### config.mk
export PLATFORM = sky130hd
export DESIGN_NAME = mem_block_mover_flat
export DESIGN_NICKNAME = d
export VERILOG_FILES = /design/src/rtl/mem_pkg.sv /design/src/rtl/mem_block_mover_if.sv /design/src/rtl/mem_block_mover.sv /design/src/flat_wrapper.sv
export SDC_FILE = /design/constraint.sdc
export NUM_CORES = 1
export LEC_CHECK = 0
export CAP_MARGIN = 10
export CORE_ASPECT_RATIO = 1.25
export CORE_MARGIN = 8
export CORE_UTILIZATION = 53
export DETAILED_ROUTE_END_ITERATION = 8
export PLACE_DENSITY_LB_ADDON = 0.08
export REMOVE_ABC_BUFFERS = 1
export SKIP_CTS_REPAIR_TIMING = 1
export SYNTH_ARGS = -nofsm -noshare
export SYNTH_HDL_FRONTEND = slang
export SYNTH_SLANG_ARGS = --single-unit
### constraint.sdc
create_clock -name clk -period 4.9 [get_ports clk]
set_input_delay 0.98 -clock clk [delete_from_list [all_inputs] [get_ports clk]]
set_output_delay 0.98 -clock clk [all_outputs]
set_load 0.01 [all_outputs]
### src/rtl/mem_pkg.sv
// rtl/mem_pkg.sv - shared constants and enums for the memory block mover
package mem_pkg;

    localparam int MEM_ADDR_W = 8;
    localparam int MEM_DATA_W = 8;

    typedef enum logic [1:0] {
        IDLE  = 2'd0,
        READ  = 2'd1,
        WRITE = 2'd2,
        DONE  = 2'd3
    } mover_state_t;

    typedef enum logic {
        COPY = 1'b0,
        FILL = 1'b1
    } mover_mode_t;

endpackage

### src/rtl/mem_block_mover_if.sv
// rtl/mem_block_mover_if.sv - single-port data memory access bus
interface mem_block_mover_if
    import mem_pkg::*;
#(
    parameter int ADDR_W = MEM_ADDR_W,
    parameter int DATA_W = MEM_DATA_W
);
    logic [ADDR_W-1:0] memAddress;
    logic              memWriteEn;
    logic [DATA_W-1:0] memDataOut;
    logic [DATA_W-1:0] memDataIn;

    // master drives the memory, slave is the memory itself
    modport master (
        output memAddress,
        output memWriteEn,
        output memDataOut,
        input  memDataIn
    );

    modport slave (
        input  memAddress,
        input  memWriteEn,
        input  memDataOut,
        output memDataIn
    );
endinterface

### src/rtl/mem_block_mover.sv
// rtl/mem_block_mover.sv - block copy / fill engine for the 256-byte data memory
module mem_block_mover
    import mem_pkg::*;
#(
    parameter int ADDR_W = MEM_ADDR_W,
    parameter int DATA_W = MEM_DATA_W
) (
    input  logic               clk,
    input  logic               reset,
    input  logic               start,
    input  logic               mode,
    input  logic [ADDR_W-1:0]  srcAddr,
    input  logic [ADDR_W-1:0]  dstAddr,
    input  logic [ADDR_W-1:0]  length,
    input  logic [DATA_W-1:0]  fillValue,
    mem_block_mover_if.master  mem,
    output logic               busy,
    output logic               done
);

    mover_state_t      state;
    mover_mode_t       mode_q;
    logic [ADDR_W-1:0] src;
    logic [ADDR_W-1:0] dst;
    logic [ADDR_W-1:0] remaining;
    logic [DATA_W-1:0] hold;
    logic [DATA_W-1:0] fill_q;

    always_ff @(posedge clk) begin
        if (reset) begin
            state     <= IDLE;
            mode_q    <= COPY;
            src       <= '0;
            dst       <= '0;
            remaining <= '0;
            hold      <= '0;
            fill_q    <= '0;
        end else begin
            case (state)
                IDLE: begin
                    if (start) begin
                        mode_q    <= mover_mode_t'(mode);
                        src       <= srcAddr;
                        dst       <= dstAddr;
                        remaining <= length;
                        fill_q    <= fillValue;
                        if (length == '0)
                            state <= DONE;
                        else if (mover_mode_t'(mode) == FILL)
                            state <= WRITE;
                        else
                            state <= READ;
                    end
                end
                READ: begin
                    hold  <= mem.memDataIn;
                    state <= WRITE;
                end
                WRITE: begin
                    // pointers wrap naturally at the address width
                    src       <= src + 1'b1;
                    dst       <= dst + 1'b1;
                    remaining <= remaining - 1'b1;
                    if (remaining == ADDR_W'(1))
                        state <= DONE;
                    else if (mode_q == FILL)
                        state <= WRITE;
                    else
                        state <= READ;
                end
                DONE: begin
                    state <= IDLE;
                end
                default: state <= IDLE;
            endcase
        end
    end

    // bus outputs are pure decodes of state and held registers, so they never glitch onto a write
    always_comb begin
        mem.memAddress = '0;
        mem.memWriteEn = 1'b0;
        mem.memDataOut = '0;
        case (state)
            READ: mem.memAddress = src;
            WRITE: begin
                mem.memAddress = dst;
                mem.memWriteEn = 1'b1;
                mem.memDataOut = (mode_q == FILL) ? fill_q : hold;
            end
            default: ;
        endcase
    end

    assign busy = (state != IDLE);
    assign done = (state == DONE);

endmodule

### src/flat_wrapper.sv
// flat-port wrapper written by rule: the top's interface ports become plain ports
module mem_block_mover_flat import mem_pkg::*;
#(
    parameter int ADDR_W = MEM_ADDR_W,
    parameter int DATA_W = MEM_DATA_W
)
  (clk, reset, start, mode, srcAddr, dstAddr, length, fillValue, busy, done, mem_memAddress, mem_memWriteEn, mem_memDataOut, mem_memDataIn);
  mem_block_mover_if #(.ADDR_W(ADDR_W), .DATA_W(DATA_W)) mem_i ();
  input  logic clk;
  input  logic reset;
  input  logic start;
  input  logic mode;
  input  logic [ADDR_W-1:0] srcAddr;
  input  logic [ADDR_W-1:0] dstAddr;
  input  logic [ADDR_W-1:0] length;
  input  logic [DATA_W-1:0] fillValue;
  output logic busy;
  output logic done;
  output wire logic [$bits(mem_i.memAddress)-1:0] mem_memAddress;
  output wire logic [$bits(mem_i.memWriteEn)-1:0] mem_memWriteEn;
  output wire logic [$bits(mem_i.memDataOut)-1:0] mem_memDataOut;
  input wire logic [$bits(mem_i.memDataIn)-1:0] mem_memDataIn;
  assign mem_memAddress = mem_i.memAddress;
  assign mem_memWriteEn = mem_i.memWriteEn;
  assign mem_memDataOut = mem_i.memDataOut;
  assign mem_i.memDataIn = mem_memDataIn;
  mem_block_mover #(.ADDR_W(ADDR_W), .DATA_W(DATA_W)) u_core (.clk(clk), .reset(reset), .start(start), .mode(mode), .srcAddr(srcAddr), .dstAddr(dstAddr), .length(length), .fillValue(fillValue), .mem(mem_i), .busy(busy), .done(done));
endmodule
==> results of run 1 <==
[routing by layer]
| metal | global-route usage | part of all wire | vias to the layer above |
|---|---|---|---|
| li1 | - | - | 1230 |
| met1 | 0.2085 | 0.44 | 1080 |
| met2 | 0.3033 | 0.49 | 67 |
| met3 | 0.04845 | 0.059 | 5 |
| met4 | 0.05678 | 0.0098 | 0 |
| met5 | 0 | 0 | - |
[layout by cell type (no fill, tap or decap), types with 2 or more instances in the layout]
| cell type | instances |
|---|---|
| mux2i_1 | 20 |
| nor2_1 | 17 |
| a21o_1 | 2 |
| o22ai_1 | 7 |
| a21oi_1 | 31 |
| nor3_1 | 5 |
| dfxtp_1 | 43 |
| nor2b_1 | 23 |
| a22oi_1 | 6 |
| nand3_1 | 7 |
| o32ai_1 | 3 |
| nand3b_1 | 3 |
| nor4b_1 | 4 |
| nand4_1 | 2 |
| a2bb2oi_1 | 2 |
| o21ai_0 | 21 |
| clkdlybuf4s50_1 | 62 |
| inv_1 | 15 |
| buf_4 | 4 |
| nor4_1 | 5 |
| ha_1 | 7 |
| clkbuf_8 | 6 |
| nand2_1 | 36 |
| a211oi_1 | 9 |
| nor3b_1 | 4 |
| a21boi_0 | 2 |
| nand2b_1 | 3 |
[logic make-up after synthesis]
logic type	share of synthesized area
compound gates	0.2216
fa+ha+maj	0.04010
buf+inv	0.05965
flops	0.3449
mux	0.08020
simple gates	0.2536
[final timing paths]
check | start | end | cells after the start
setup reg to reg | u_core.state[1] | u_core.remaining[7] | 6
hold / removal | u_core.fill_q[5] | u_core.fill_q[5] | 2
setup / recovery | u_core.state[1] | mem_memAddress[0] | 5
hold reg to reg | u_core.fill_q[5] | u_core.fill_q[5] | 2
[report_power, final]
part,leakage [µW],switching (µW),internal [µW],total (µW)
registers,0.000353,74.2,419,493
clock network,0.0000612,125,165,290
logic,0.000716,272,240,512
[final cells by class]
type	count	area, µm²	area share
Sequential cell	43	860.8	0.2649
Clock inverter	2	35.03	0.01078
Multi-Input combinational cell	237	1489	0.4582
Tap cell	60	75.07	0.02310
Clock buffer	6	82.58	0.02541
Inverter	15	56.30	0.01733
Timing Repair Buffer	66	650.6	0.2002
[through the flow]
| stage | utilization | hold WS (ps) |
|---|---|---|
| 6_report | 0.7027 | 458.9 |
| 5_1_grt | 0.7027 | 479.6 |
| 4_1_cts | 0.7027 | 459.2 |
| 3_5_place_dp | 0.6772 | 448.0 |
| 3_3_place_gp | 0.6772 | 445.0 |
| 2_1_floorplan | - | 430.0 |
[registers in the layout, indices dropped and copies added (netlist names)]
name / cells
u_core.remaining: 8
u_core.src: 8
u_core.mode_q: 1
u_core.dst: 8
u_core.hold: 8
u_core.fill_q: 8
u_core.state: 2
[worst register-to-register path: stages (launching register included)]
cell	delay [ps]
dfxtp_1	410
inv_1	90
ha_1	250
nand2_1	430
nand2_2	450
and4_1	370
nor4_2	190
==> metrics.cfg, run 1 <==
[run_status]
status = finished clean

[synth]
synth_top_area_frac = 0.3449
synth_edf_count = 0
ys_top_cells_by_count = dfxtp_1 (43), nand2_1 (36), a21oi_1 (31), nor2b_1 (23), o21ai_0 (21)
yosysMostFrequentCell = dfxtp_1
ys_seq_area_frac = 0.3449
syn_avg_cell_area_um2 = 7.850
syn_area_um2 = 2496
async_reset_ff_frac = 0
synthTopCellsByArea = dfxtp_1 (34%), mux2i_1 (8.0%), a21oi_1 (6.2%), nor2b_1 (5.8%), nand2_1 (5.4%)
ys.flop_type = dfxtp_1
synthCells = 318
synth_cell_types = 44
synth-seq-cells = 43
yosysWarnings = 0
synth.largest_area_cell = dfxtp_1

[placement]
portBuffers = 62
dp_worst_setup_slack_ps = 1859
gp_congestion = 0.7930
place_inst = 421
place_area_um2 = 3132
dp_hpwl_um = 4509

[setup_path]
worstPathRequired_ps = 3920
cp_slowest_cell = ha_1
path_max_fanout = 17
start_kind = flop
criticalPathCategory = reg2out
path_delay_family = adder cells
crit_chain = inv_1 -> ha_1 -> a22oi_1 -> nor2b_1 -> clkdlybuf4s50_1
critical_path.max_stage_delay_ps = 710
crit_buf_inv = 2
critical_path_arrival_ps = 2350
endpoint_kind = output pin
r2r_slack_ps = 2630

[clock_network]
cts_root_buf = clkbuf_8
cts-buffers-inserted = 5
cts_tree = yes
cts_htree_levels = 2
clk_path_buf_depth = 2
clk_latency_ps = 300
cts.sinks = 43
cts.clk_slew.worst_paths_ps = 80

[global_route]
grt_pass1_wl_um = 10740
grt_overflow = 0
antenna_found_initial = 0
grt_max_degree = 42
grt_pass1_vias = 2398
grt_usage = 0.1771

[die]
io_pins = 63
die_x_um = 77.38
row_count = 28
core-area_um2 = 4624
die_area_um2 = 7175
die_h_um = 92.73
initial_core_util = 0.5398

[cells_and_area]
drive_gt1_frac = 0.05420
fin_cells = 429
fin_nets = 420
nFillCells = 392
fin_area_um2 = 3249
area_growth_pct = 30.18
diodes = 0

[detailed_routing]
ant_nets = 0
routedWlPerCell_um = 14.78
drcViolationCount = 0
num_vias = 2382
first_pass_iters = 4
routed_via_density = 5.552
routed_wl_um = 6341
first_iter_violations = 141

[timing]
slew_headroom = 0.2475
max_freq_mhz = 300.4
setup_slack_ps = 1571
worst_pin_slew_ps = 1125
maxSlewViolCount = 0
clock_skew_ps = 4.591
rsz0062_at_grt = false
period_minus_slack_ps = 3329
fin_tns_setup_ps = 0
min_period_over_period = 0.6793
setup_viol = 0
hold_viol = 0

[power_and_ir_drop]
p_per_area_nw_per_um2 = 398.4
p_leak_uw = 0.001131
peakVddDrop_mv = 0.2530
p_total_uw = 1295

[min_path]
hp-class = reg2reg

[run]
drv_cap = 0

Note: power is estimated with default switching activity, not from simulation.
==> run 2: changes to the inputs <==
Settings changed: CORE_UTILIZATION 53 to 49.
Clock period 4.9 ns to 3.45 ns, I/O delays scaled along.
==> metrics.cfg, run 2 (same netlist as run 1, synthesis figures left out) <==
[run_status]
status = finished clean

[placement]
place_inst = 425
gp_congestion = 0.8131
dp_hpwl_um = 4767
portBuffers = 62
place_area_um2 = 3149

[global_route]
antenna_found_initial = 0
grt_pass1_vias = 2352
grt_usage = 0.1808
grt_pass1_wl_um = 11180
grt_overflow = 0
grt_max_degree = 40

[clock_network]
cts-buffers-inserted = 5
cts_htree_levels = 2
cts.sinks = 43
clk_latency_ps = 300
cts.clk_slew.worst_paths_ps = 80
cts_root_buf = clkbuf_8
cts_tree = yes
clk_path_buf_depth = 2

[timing]
min_period_over_period = 0.8855
rsz0062_at_grt = false
slew_headroom = 0.5708
clock_skew_ps = 8.504
max_freq_mhz = 327.3
worst_pin_slew_ps = 643.8
whs_ps = 466.8
maxSlewViolCount = 0
fin_tns_setup_ps = 0
hold_viol = 0
setup_viol = 0
period_minus_slack_ps = 3055

[die]
core-area_um2 = 5007
row_count = 29
die_h_um = 95.80
io_pins = 63
die_area_um2 = 7649
initial_core_util = 0.4985
die_x_um = 79.84

[min_path]
hold_start = u_core.fill_q[1]
hp-class = reg2reg
worstHoldEndpoint = u_core.fill_q[1]
holdPathStages = 2

[detailed_routing]
num_vias = 2430
ant_nets = 0
drcViolationCount = 0
routed_wl_um = 6583
first_iter_violations = 203
first_pass_iters = 4
routedWlPerCell_um = 15.20
routed_via_density = 5.612

[power_and_ir_drop]
peakVddDrop_mv = 0.3428
p_leak_uw = 0.001141
p_total_uw = 1853
p_per_area_nw_per_um2 = 567.2

[setup_path]
r2r-start = u_core.state[0]
worstPathRequired_ps = 2760
criticalPathCategory = reg2out
critical_path_arrival_ps = 2370
start_kind = flop
r2r_slack_ps = 1130
ff2ff_path_depth = 7
path_max_fanout = 39
endpoint_kind = output pin
reg2reg_to = u_core.dst[6]

[cells_and_area]
fin_cells = 433
fin_area_um2 = 3267
final_common_cell = clkdlybuf4s50_1
area_growth_pct = 30.88
drive_gt1_frac = 0.05930
diodes = 0
final_cell_mix = clkdlybuf4s50_1 (62), dfxtp_1 (43), nand2_1 (36)
fin_nets = 422

[run]
drv_cap = 0

[run 2: critical path, stage by stage (launching register included)]
cell and delay [ps]:
dfxtp_1 350, inv_1 90, ha_2 600, buf_4 290, nor2b_1 170, clkdlybuf4s50_1 550
[run 2: worst max-delay path by stage]
stage	start	slack, ps	to	cells past startpoint
2_1_floorplan	u_core.state[0]	80	u_core.src[7]	6
3_3_place_gp	u_core.state[0]	780	mem_memDataOut[6]	5
3_5_place_dp	start	730	u_core.remaining[7]	5
4_1_cts	u_core.state[0]	380	mem_memDataOut[1]	5
5_1_grt	u_core.state[0]	210	mem_memDataOut[1]	5
6_report	u_core.state[0]	390	mem_memDataOut[1]	5
[run 2: cell type report]
class / count / area (µm²)
Fill cell: 478 / 1740
Multi-Input combinational cell: 237 / 1489
Sequential cell: 43 / 860.8
Timing Repair Buffer: 68 / 665.6
Clock buffer: 6 / 82.58
Tap cell: 62 / 77.57
Inverter: 15 / 56.30
Clock inverter: 2 / 35.03
[run 2: metrics by stage]
stage | utilization | worst slack (ps)
2_1_floorplan | - | 83.09
3_3_place_gp | 0.6289 | 784.2
3_5_place_dp | 0.6289 | 731.0
4_1_cts | 0.6524 | 382.9
5_1_grt | 0.6524 | 212.2
6_report | 0.6524 | 394.9
[run 2: metal layers]
layer,vias to the layer above,track usage,wire [µm]
met5,-,0,0
met4,0,0.04863,82
met3,7,0.04953,392
met2,67,0.3029,3212
met1,1126,0.2222,2896
li1,1230,-,-
[run 2: power breakdown]
part / leakage (µW) / internal, µW / total [µW] / switching, µW
Clock: 0.0000612 / 234 / 412 / 178
Combinational: 0.000727 / 350 / 743 / 394
Sequential: 0.000353 / 595 / 697 / 102
Total: 0.00114 / 1180 / 1850 / 674
==> run 3: changes to the inputs <==
Settings changed: CORE_MARGIN 8 to 3, GPL_TIMING_DRIVEN set to 0, MAX_ROUTING_LAYER set to met4.
==> metrics.cfg, run 3 (same netlist as run 1, synthesis figures left out) <==
[run_status]
status = finished clean

[die]
die_area_um2 = 5992
row_count = 28
initial_core_util = 0.5163
die_x_um = 69.84
io_pins = 63
core-area_um2 = 4835
die_h_um = 85.80

[timing]
max_freq_mhz = 319.0
period_minus_slack_ps = 3135
slew_headroom = 0.4064
maxSlewViolCount = 0
fin_tns_setup_ps = 0
min_period_over_period = 0.9087
clock_skew_ps = 8.743
hold_viol = 0
rsz0062_at_grt = false
worst_pin_slew_ps = 890.5
setup_viol = 0

[power_and_ir_drop]
p_total_uw = 1756
p_leak_uw = 0.001109
p_per_area_nw_per_um2 = 546.1
peakVddDrop_mv = 0.2716

[placement]
place_inst = 419
gp_congestion = 0.8464
dp_hpwl_um = 4164
portBuffers = 62
place_area_um2 = 3132

[clock_network]
cts.clk_slew.worst_paths_ps = 80
clk_latency_ps = 290
cts-buffers-inserted = 5
cts.sinks = 43
cts_tree = yes
cts_root_buf = clkbuf_8
cts_htree_levels = 2
clk_path_buf_depth = 2

[setup_path]
path_max_fanout = 52
criticalPathCategory = reg2out
worstPathRequired_ps = 2760
endpoint_kind = output pin
critical_path_arrival_ps = 2450
start_kind = flop

[detailed_routing]
drcViolationCount = 0
routed_via_density = 5.667
first_pass_iters = 5
routed_wl_um = 6050
ant_nets = 0
num_vias = 2420
routedWlPerCell_um = 14.17
first_iter_violations = 201

[cells_and_area]
fin_area_um2 = 3216
fin_nets = 418
diodes = 0
drive_gt1_frac = 0.05450
final_cell_mix = clkdlybuf4s50_1 (61), dfxtp_1 (43), nand2_1 (36)
fin_cells = 427
final_core_util = 0.6651
nFillCells = 440
final_common_cell = clkdlybuf4s50_1
area_growth_pct = 28.82

[global_route]
grt_overflow = 0
grt_max_degree = 53
antenna_found_initial = 0
grt_pass1_wl_um = 9949
grt_usage = 0.2053
grt_pass1_vias = 2191

[min_path]
hp-class = reg2reg

[run]
drv_cap = 0

==> run 3: metrics by stage <==
step	hold slack, ps	worst slack (ps)
after global placement	444.7	-1161
after detailed placement	450.2	604.3
after CTS	462.0	304.3
final	459.4	314.9
after global routing	481.8	119.8
after floorplan	430.0	83.09
==> run 3: path summary, 6_finish.rpt <==
check	start	cells past startpoint	to	slack [ps]
setup / recovery	u_core.state[0]	6	mem_memAddress[7]	310
hold / removal	u_core.fill_q[6]	2	u_core.fill_q[6]	460
setup reg to reg	u_core.state[0]	6	u_core.remaining[7]	1090
hold reg to reg	u_core.fill_q[6]	2	u_core.fill_q[6]	460
==> run 3: metal layers <==
| layer | share of wire | vias to the layer above | track usage |
|---|---|---|---|
| met3 | 0.042 | 6 | 0.03751 |
| met2 | 0.48 | 67 | 0.3353 |
| met4 | 0.012 | 0 | 0.06446 |
| met5 | 0 | - | - |
| li1 | - | 1222 | - |
| met1 | 0.46 | 1125 | 0.2580 |
==> run 3: where the power goes <==
group	leakage (µW)	internal, µW	switching, µW	total [µW]
sequential	0.000353	595	99.9	695
clock	0.0000477	139	178	317
combinational	0.000708	352	392	744
total	0.00111	1090	671	1760
==> run 3: area by class of cell <==
class | instances | area [µm²] | share of cell area
sequential | 43 | 860.8 | 0.2677
multi-input combinational | 237 | 1493 | 0.4642
timing repair buffer | 64 | 646.9 | 0.2012
inverter | 15 | 56.30 | 0.01751
clock inverter | 3 | 15.01 | 0.004669
tap | 60 | 75.07 | 0.02335
clock buffer | 5 | 68.82 | 0.02140
==> run 3: worst max-delay path: stages, from the launching register on <==
cell and delay, ps:
dfxtp_1 360, inv_1 100, ha_2 540, buf_12 300, nand2_1 90, a21boi_0 190, clkdlybuf4s50_1 570
==> RTL change 1 (settings of run 3) <==
Set the package constant `MEM_ADDR_W` to 9 (it was 8).
--- a/src/rtl/mem_pkg.sv
+++ b/src/rtl/mem_pkg.sv
@@ -3,3 +3,3 @@
 
-    localparam int MEM_ADDR_W = 8;
+    localparam int MEM_ADDR_W = 9;
     localparam int MEM_DATA_W = 8;
Interface: changed (resized dstAddr, length, mem_memAddress and srcAddr); port bits go from 63 to 67. The function was not compared with the original's and may differ.
==> RTL change 1 against run 3 <==
Clock skew down 0.0031 ns. Synthesized area up 7.9%. Clock power up 30%. Non-clock buffer count up 2. Sequential share of layout area up 0.14 points. Combinational power up 87%. Critical path type unchanged. Routed wire length up 11%. Worst hold slack better by 0.0017 ns. Highest routed layer unchanged. Design area up 6.4%. Power up 57%. Largest power group unchanged. Worst setup slack worse by 0.059 ns. Sequential cell count up 3.
==> RTL change 1: results (changes against run 3) <==
The flow ran to the end, and the final reports show no timing, DRC or antenna violations. The detailed-placement wirelength estimate is 4490 µm (+7.9%). The dominant delay contributor by cell family on the critical path is buffers and inverters. The leakage power figure is 1.19 nW (+6.9%). The global routing met3 resource utilization came out at 3.18% (-0.57 points). The final clock skew is 0.00564 ns (-0.00310 ns). The length of routed met2 wiring is 3350 µm (+15%).

The maximum VDD drop is 0.461 mV (+70%). The per-cell via count in the routed design came out at 5.87 (+3.6%). The headroom to the max-slew limit came to 38.7% (-1.9 points). The number of nets in the layout was 438 (+4.8%). The number of cells traversed by the worst register-to-register path is 5 (-1). In the synthesized netlist, the cells that appear most often are 46 x sky130_fd_sc_hd__dfxtp_1, 36 x sky130_fd_sc_hd__nand2_1, 35 x sky130_fd_sc_hd__nor2_1. The synthesized instance count came out at 335 (+5.3%). The met1 usage in global routing was 27.1% (+1.3 points).

The count of port buffers added during placement is 66 (+6.5%). The share of the yosys chip area belonging to registers was 34.2% (-0.29 points). The detailed router's first-iteration violation count is 222 (+10%).

The post-detailed-routing wire length came to 6740 µm (+11%). The sequential cell area in the final layout is 921 µm² (+7.0%). The endpoint identified for the worst register-to-register timing path is u_core.remaining[0]. In the post-synthesis netlist, the biggest area contributors are sky130_fd_sc_hd__dfxtp_1 34%, sky130_fd_sc_hd__mux2i_1 8.2%, sky130_fd_sc_hd__a21oi_1 5.8%, sky130_fd_sc_hd__nand2_1 5.0%, sky130_fd_sc_hd__nor2_1 4.9%. The detailed-router iteration count before antenna repair came out at 4 (-1). The detailed-route wire length on metal 1 came out at 3000 µm (+7.1%). The wire length of the first global-routing pass came to 11,300 µm (+13%). The distinct cell type count after synthesis is 54 (+23%). The total via count after detailed routing was 2,618 (+8.2%). The met2 routing resource usage after global routing is 38.9% (+5.3 points). The amount of wire on met3 after detailed routing came out at 302 µm (+18%).
-- RTL change 1: cell count changes in the layout (fill, tap and decap cells not counted), sizes merged, moves of 4 or more --
cell           before  now
o21ai              21   12
inv                15   10
nor4b               4    0
nand3               7   12
a31oi               0    6
a22oi               6   12
clkdlybuf4s50      61   65
o22ai               7    2
nor2               17   35
nor4                6    2
nor2b              23   12
-- RTL change 1: how the worst max path moves through the flow --
stage                          startpoint                end  cells after the start
final                     u_core.state[0]  mem_memDataOut[0]                      5
after global routing      u_core.state[0]  mem_memDataOut[2]                      5
after CTS                 u_core.state[0]  mem_memDataOut[0]                      5
after detailed placement  u_core.state[0]  mem_memDataOut[0]                      5
after global placement    u_core.state[0]  mem_memDataOut[0]                      5
after floorplan           u_core.state[0]  mem_memDataOut[0]                      4
-- RTL change 1: metrics by stage --
step	total power, mW	hold slack [ns]	worst slack, ns
floorplan	1.90	0.430	0.575
global placement	2.30	0.442	-0.617
detailed placement	2.33	0.448	0.157
CTS	2.75	0.461	-0.189
global route	2.97	0.486	0.0603
finish	2.75	0.461	0.256
-- RTL change 1: cell type report --
type / instances / share of cell area, %
inverter: 9 / 0.987
timing repair buffer: 66 / 19.2
tap: 62 / 2.27
clock buffer: 5 / 2.01
sequential: 46 / 26.9
multi-input combinational: 255 / 47.4
clock inverter: 3 / 1.28
-- RTL change 1: report_power, final --
group          switching, mW  total (mW)  internal (mW)
registers              0.227       0.948          0.721
clock network          0.193       0.411          0.217
logic                  0.784        1.39          0.607
-- RTL change 1: cells by family (layout without fill, tap and decap cells) --
kind of cell,after synthesis,count (layout),share of synthesized area (%)
simple gates,126,126,22.8
compound gates,97,97,24.2
flops,46,46,34.2
buf+inv,34,83,6.04
mux,24,24,9.11
fa+ha+maj,8,8,3.72
==> RTL change 2 (flow settings as in run 3) <==
Made on the original files. Re-encode `mover_state_t` (4 states) as one-hot, 4 bits wide.
--- a/src/rtl/mem_pkg.sv
+++ b/src/rtl/mem_pkg.sv
@@ -6,7 +6,7 @@
 
-    typedef enum logic [1:0] {
-        IDLE  = 2'd0,
-        READ  = 2'd1,
-        WRITE = 2'd2,
-        DONE  = 2'd3
+    typedef enum logic [3:0] {
+        IDLE  = 4'b0001,
+        READ  = 4'b0010,
+        WRITE = 4'b0100,
+        DONE  = 4'b1000
     } mover_state_t;
Function: same outputs for any inputs over 10 cycles, from zero or initial values and one cycle with reset high; not proved beyond that.
==> RTL change 2 against run 3 <==
Sequential cell count up 2. Via count down 4.2%. Final cell count down 8.9%. Die area down 8.8%. Routed wire length up 0.31%. Clock skew down 0.0013 ns. Design area down 7.2%. Worst setup slack worse by 0.12 ns. Synthesized area down 9.5%. Critical endpoint is now mem_memAddress[6]. Highest routed layer unchanged.
Power is not compared: it rests on default switching activity, and its combinational part moved more than twofold at a synthesized area within 25%.
==> RTL change 2: results (changes against run 3) <==
The global placer's final weighted congestion is 0.798 (-5.8%). The actual slew at the worst max-slew pin is 1.10 ns (+0.206 ns). Among all stages on the critical path, the largest delay is contributed by sky130_fd_sc_hd__or4b_4. The share of the yosys chip area belonging to registers came out at 39.9% (+5.4 points). The maximum VDD drop came out at 0.259 mV. The clock reaches the later pin of the worst-skew pair after 0.30 ns. The signal arrival time at the worst endpoint is 2.57 ns (+0.12 ns). In this run the most critical hold path is launched from u_core.hold[0]. The total CTS buffers came out at 5 (unchanged). The placed cell count came out at 381 (-9.1%). The proportion of layout cells with a drive suffix above 1 was 5.74% (+0.29 points). For hold timing, the worst endpoint is u_core.hold[0].

The number of levels in the clock H-tree came out at 2 (unchanged). The final clock skew came out at 0.00743 ns (-0.00131 ns). The count of port buffers added during placement is 62 (unchanged). The detailed-placement wirelength estimate came to 3980 µm (-4.4%).

The post-placement setup slack came out at 0.122 ns (-0.483 ns). The via count of the first global-routing pass came out at 2,137 (-2.5%). The instance area after placement came out at 2880 µm² (-8.0%).

The all-layer global routing usage came out at 23.9% (+3.4 points). The startpoint of the worst-slack reg-to-reg timing path is u_core.state[3]. The wire length per cell came out at 15.6 µm (+10%). The register-to-register setup slack came out at 0.78 ns (-0.31 ns).

The worst hold path belongs to the class reg2reg. The synthesized instance count came to 279 (-12%). The wire length of the first global-routing pass is 9870 µm (-0.82%). The per-cell via count in the routed design is 5.96 (+5.1%).

The commonest cells after synthesis are 46 x sky130_fd_sc_hd__nand2_1, 45 x sky130_fd_sc_hd__dfxtp_1, 41 x sky130_fd_sc_hd__a21oi_1. The critical path startpoint is u_core.state[2]. Sorting the synthesized cells by area gives the leading types as sky130_fd_sc_hd__dfxtp_1 40%, sky130_fd_sc_hd__a21oi_1 9.1%, sky130_fd_sc_hd__nand2_1 7.6%, sky130_fd_sc_hd__nor2_1 3.8%, sky130_fd_sc_hd__mux2i_1 3.5%.

The biggest fanout along the worst timing path is 28 (-46%). The distinct cell type count after synthesis came to 43 (-2.3%). After clock tree synthesis, the clock-pin slew on the worst setup and hold paths is 0.09 ns.

The maximum clock insertion buffer count came out at 2 (unchanged). The largest incremental delay on the critical path came to 0.67 ns (+0.10 ns). The share of flip-flops with an asynchronous set or reset after synthesis is 0% (unchanged). The number of cells traversed by the worst register-to-register path is 5 (-1). The upper clock frequency limit is 307 MHz (-3.8%). The detailed-router iteration count before antenna repair is 4 (-1). The leakage power figure is 1.04 nW. The total of warnings raised by yosys came out at 0 (unchanged).

The end of the worst register-to-register path is u_core.dst[4]. The detailed router's first-iteration violation count is 127 (-37%). The post-detailed-routing wire length came out at 6070 µm (+0.31%). The flow ran to the end, and the final reports show no timing, DRC or antenna violations. The pin count of the biggest net entering global routing came out at 43 (-19%). For this run, the leading register cell type out of synthesis is sky130_fd_sc_hd__dfxtp_1.
## RTL change 2: cell types whose count changed after synthesis, moves of 7 or more
cell	delta
sky130_fd_sc_hd__nor2b_1	-23
sky130_fd_sc_hd__mux2i_1	-12
sky130_fd_sc_hd__inv_1	-11
sky130_fd_sc_hd__a21oi_1	+10
sky130_fd_sc_hd__nand2_1	+10
sky130_fd_sc_hd__o21ai_0	-10
sky130_fd_sc_hd__a211oi_1	-8
sky130_fd_sc_hd__a31oi_1	+8
sky130_fd_sc_hd__a22o_1	+7
sky130_fd_sc_hd__o22ai_1	-7
## RTL change 2: final cells by class
| cell class | instances | area, µm² |
|---|---|---|
| Tap cell | 58 | 72.6 |
| Clock inverter | 2 | 13.8 |
| Fill cell | 417 | 1440 |
| Sequential cell | 45 | 901 |
| Clock buffer | 6 | 82.6 |
| Multi-Input combinational cell | 211 | 1280 |
| Timing Repair Buffer | 62 | 616 |
| Inverter | 5 | 20.0 |
## RTL change 2: kinds of logic (layout without fill, tap and decap cells)
group                    Yosys count  in the layout  synth area share, %
flip-flops                        45             45                 39.9
AND/OR/NAND/NOR                  105            105                 23.2
multiplexers                       8              8                 3.55
AO/OA/AOI/OAI                     94             94                 27.1
adder cells (fa/ha/maj)            4              4                 2.22
buffers and inverters             23             75                 4.10
## RTL change 2: worst max path at each step
stage	to
floorplan	mem_memAddress[1]
global placement	mem_memAddress[6]
detailed placement	mem_memAddress[6]
CTS	mem_memAddress[6]
global route	mem_memAddress[6]
finish	mem_memAddress[6]
## RTL change 2: power by group
group / switching [mW] / internal [mW] / total [mW]
Combinational: 0.0944 / 0.101 / 0.195
Clock: 0.187 / 0.163 / 0.350
Sequential: 0.0414 / 0.555 / 0.596
## RTL change 2: per-layer routing
metal	wire length (µm)	global-route usage (%)
met3	324	4.10
met5	0	-
met2	3000	41.1
met4	96	7.32
met1	2650	28.5
## RTL change 2: per-stage QoR
| stage | TNS (ns) | hold WS, ns |
|---|---|---|
| floorplan | 0 | 0.430 |
| global placement | 0 | 0.442 |
| detailed placement | 0 | 0.446 |
| CTS | -1.47 | 0.458 |
| global route | 0 | 0.487 |
| finish | 0 | 0.458 |
## RTL change 2: worst register-to-register path, delay by kind of cell (launching register included)
kind                   cells  cell delay (ns)
and+or+nand+nor            1             0.36
AOI/OAI and AO/OA          3             1.41
buffers and inverters      1             0.39
DFF                        1             0.45
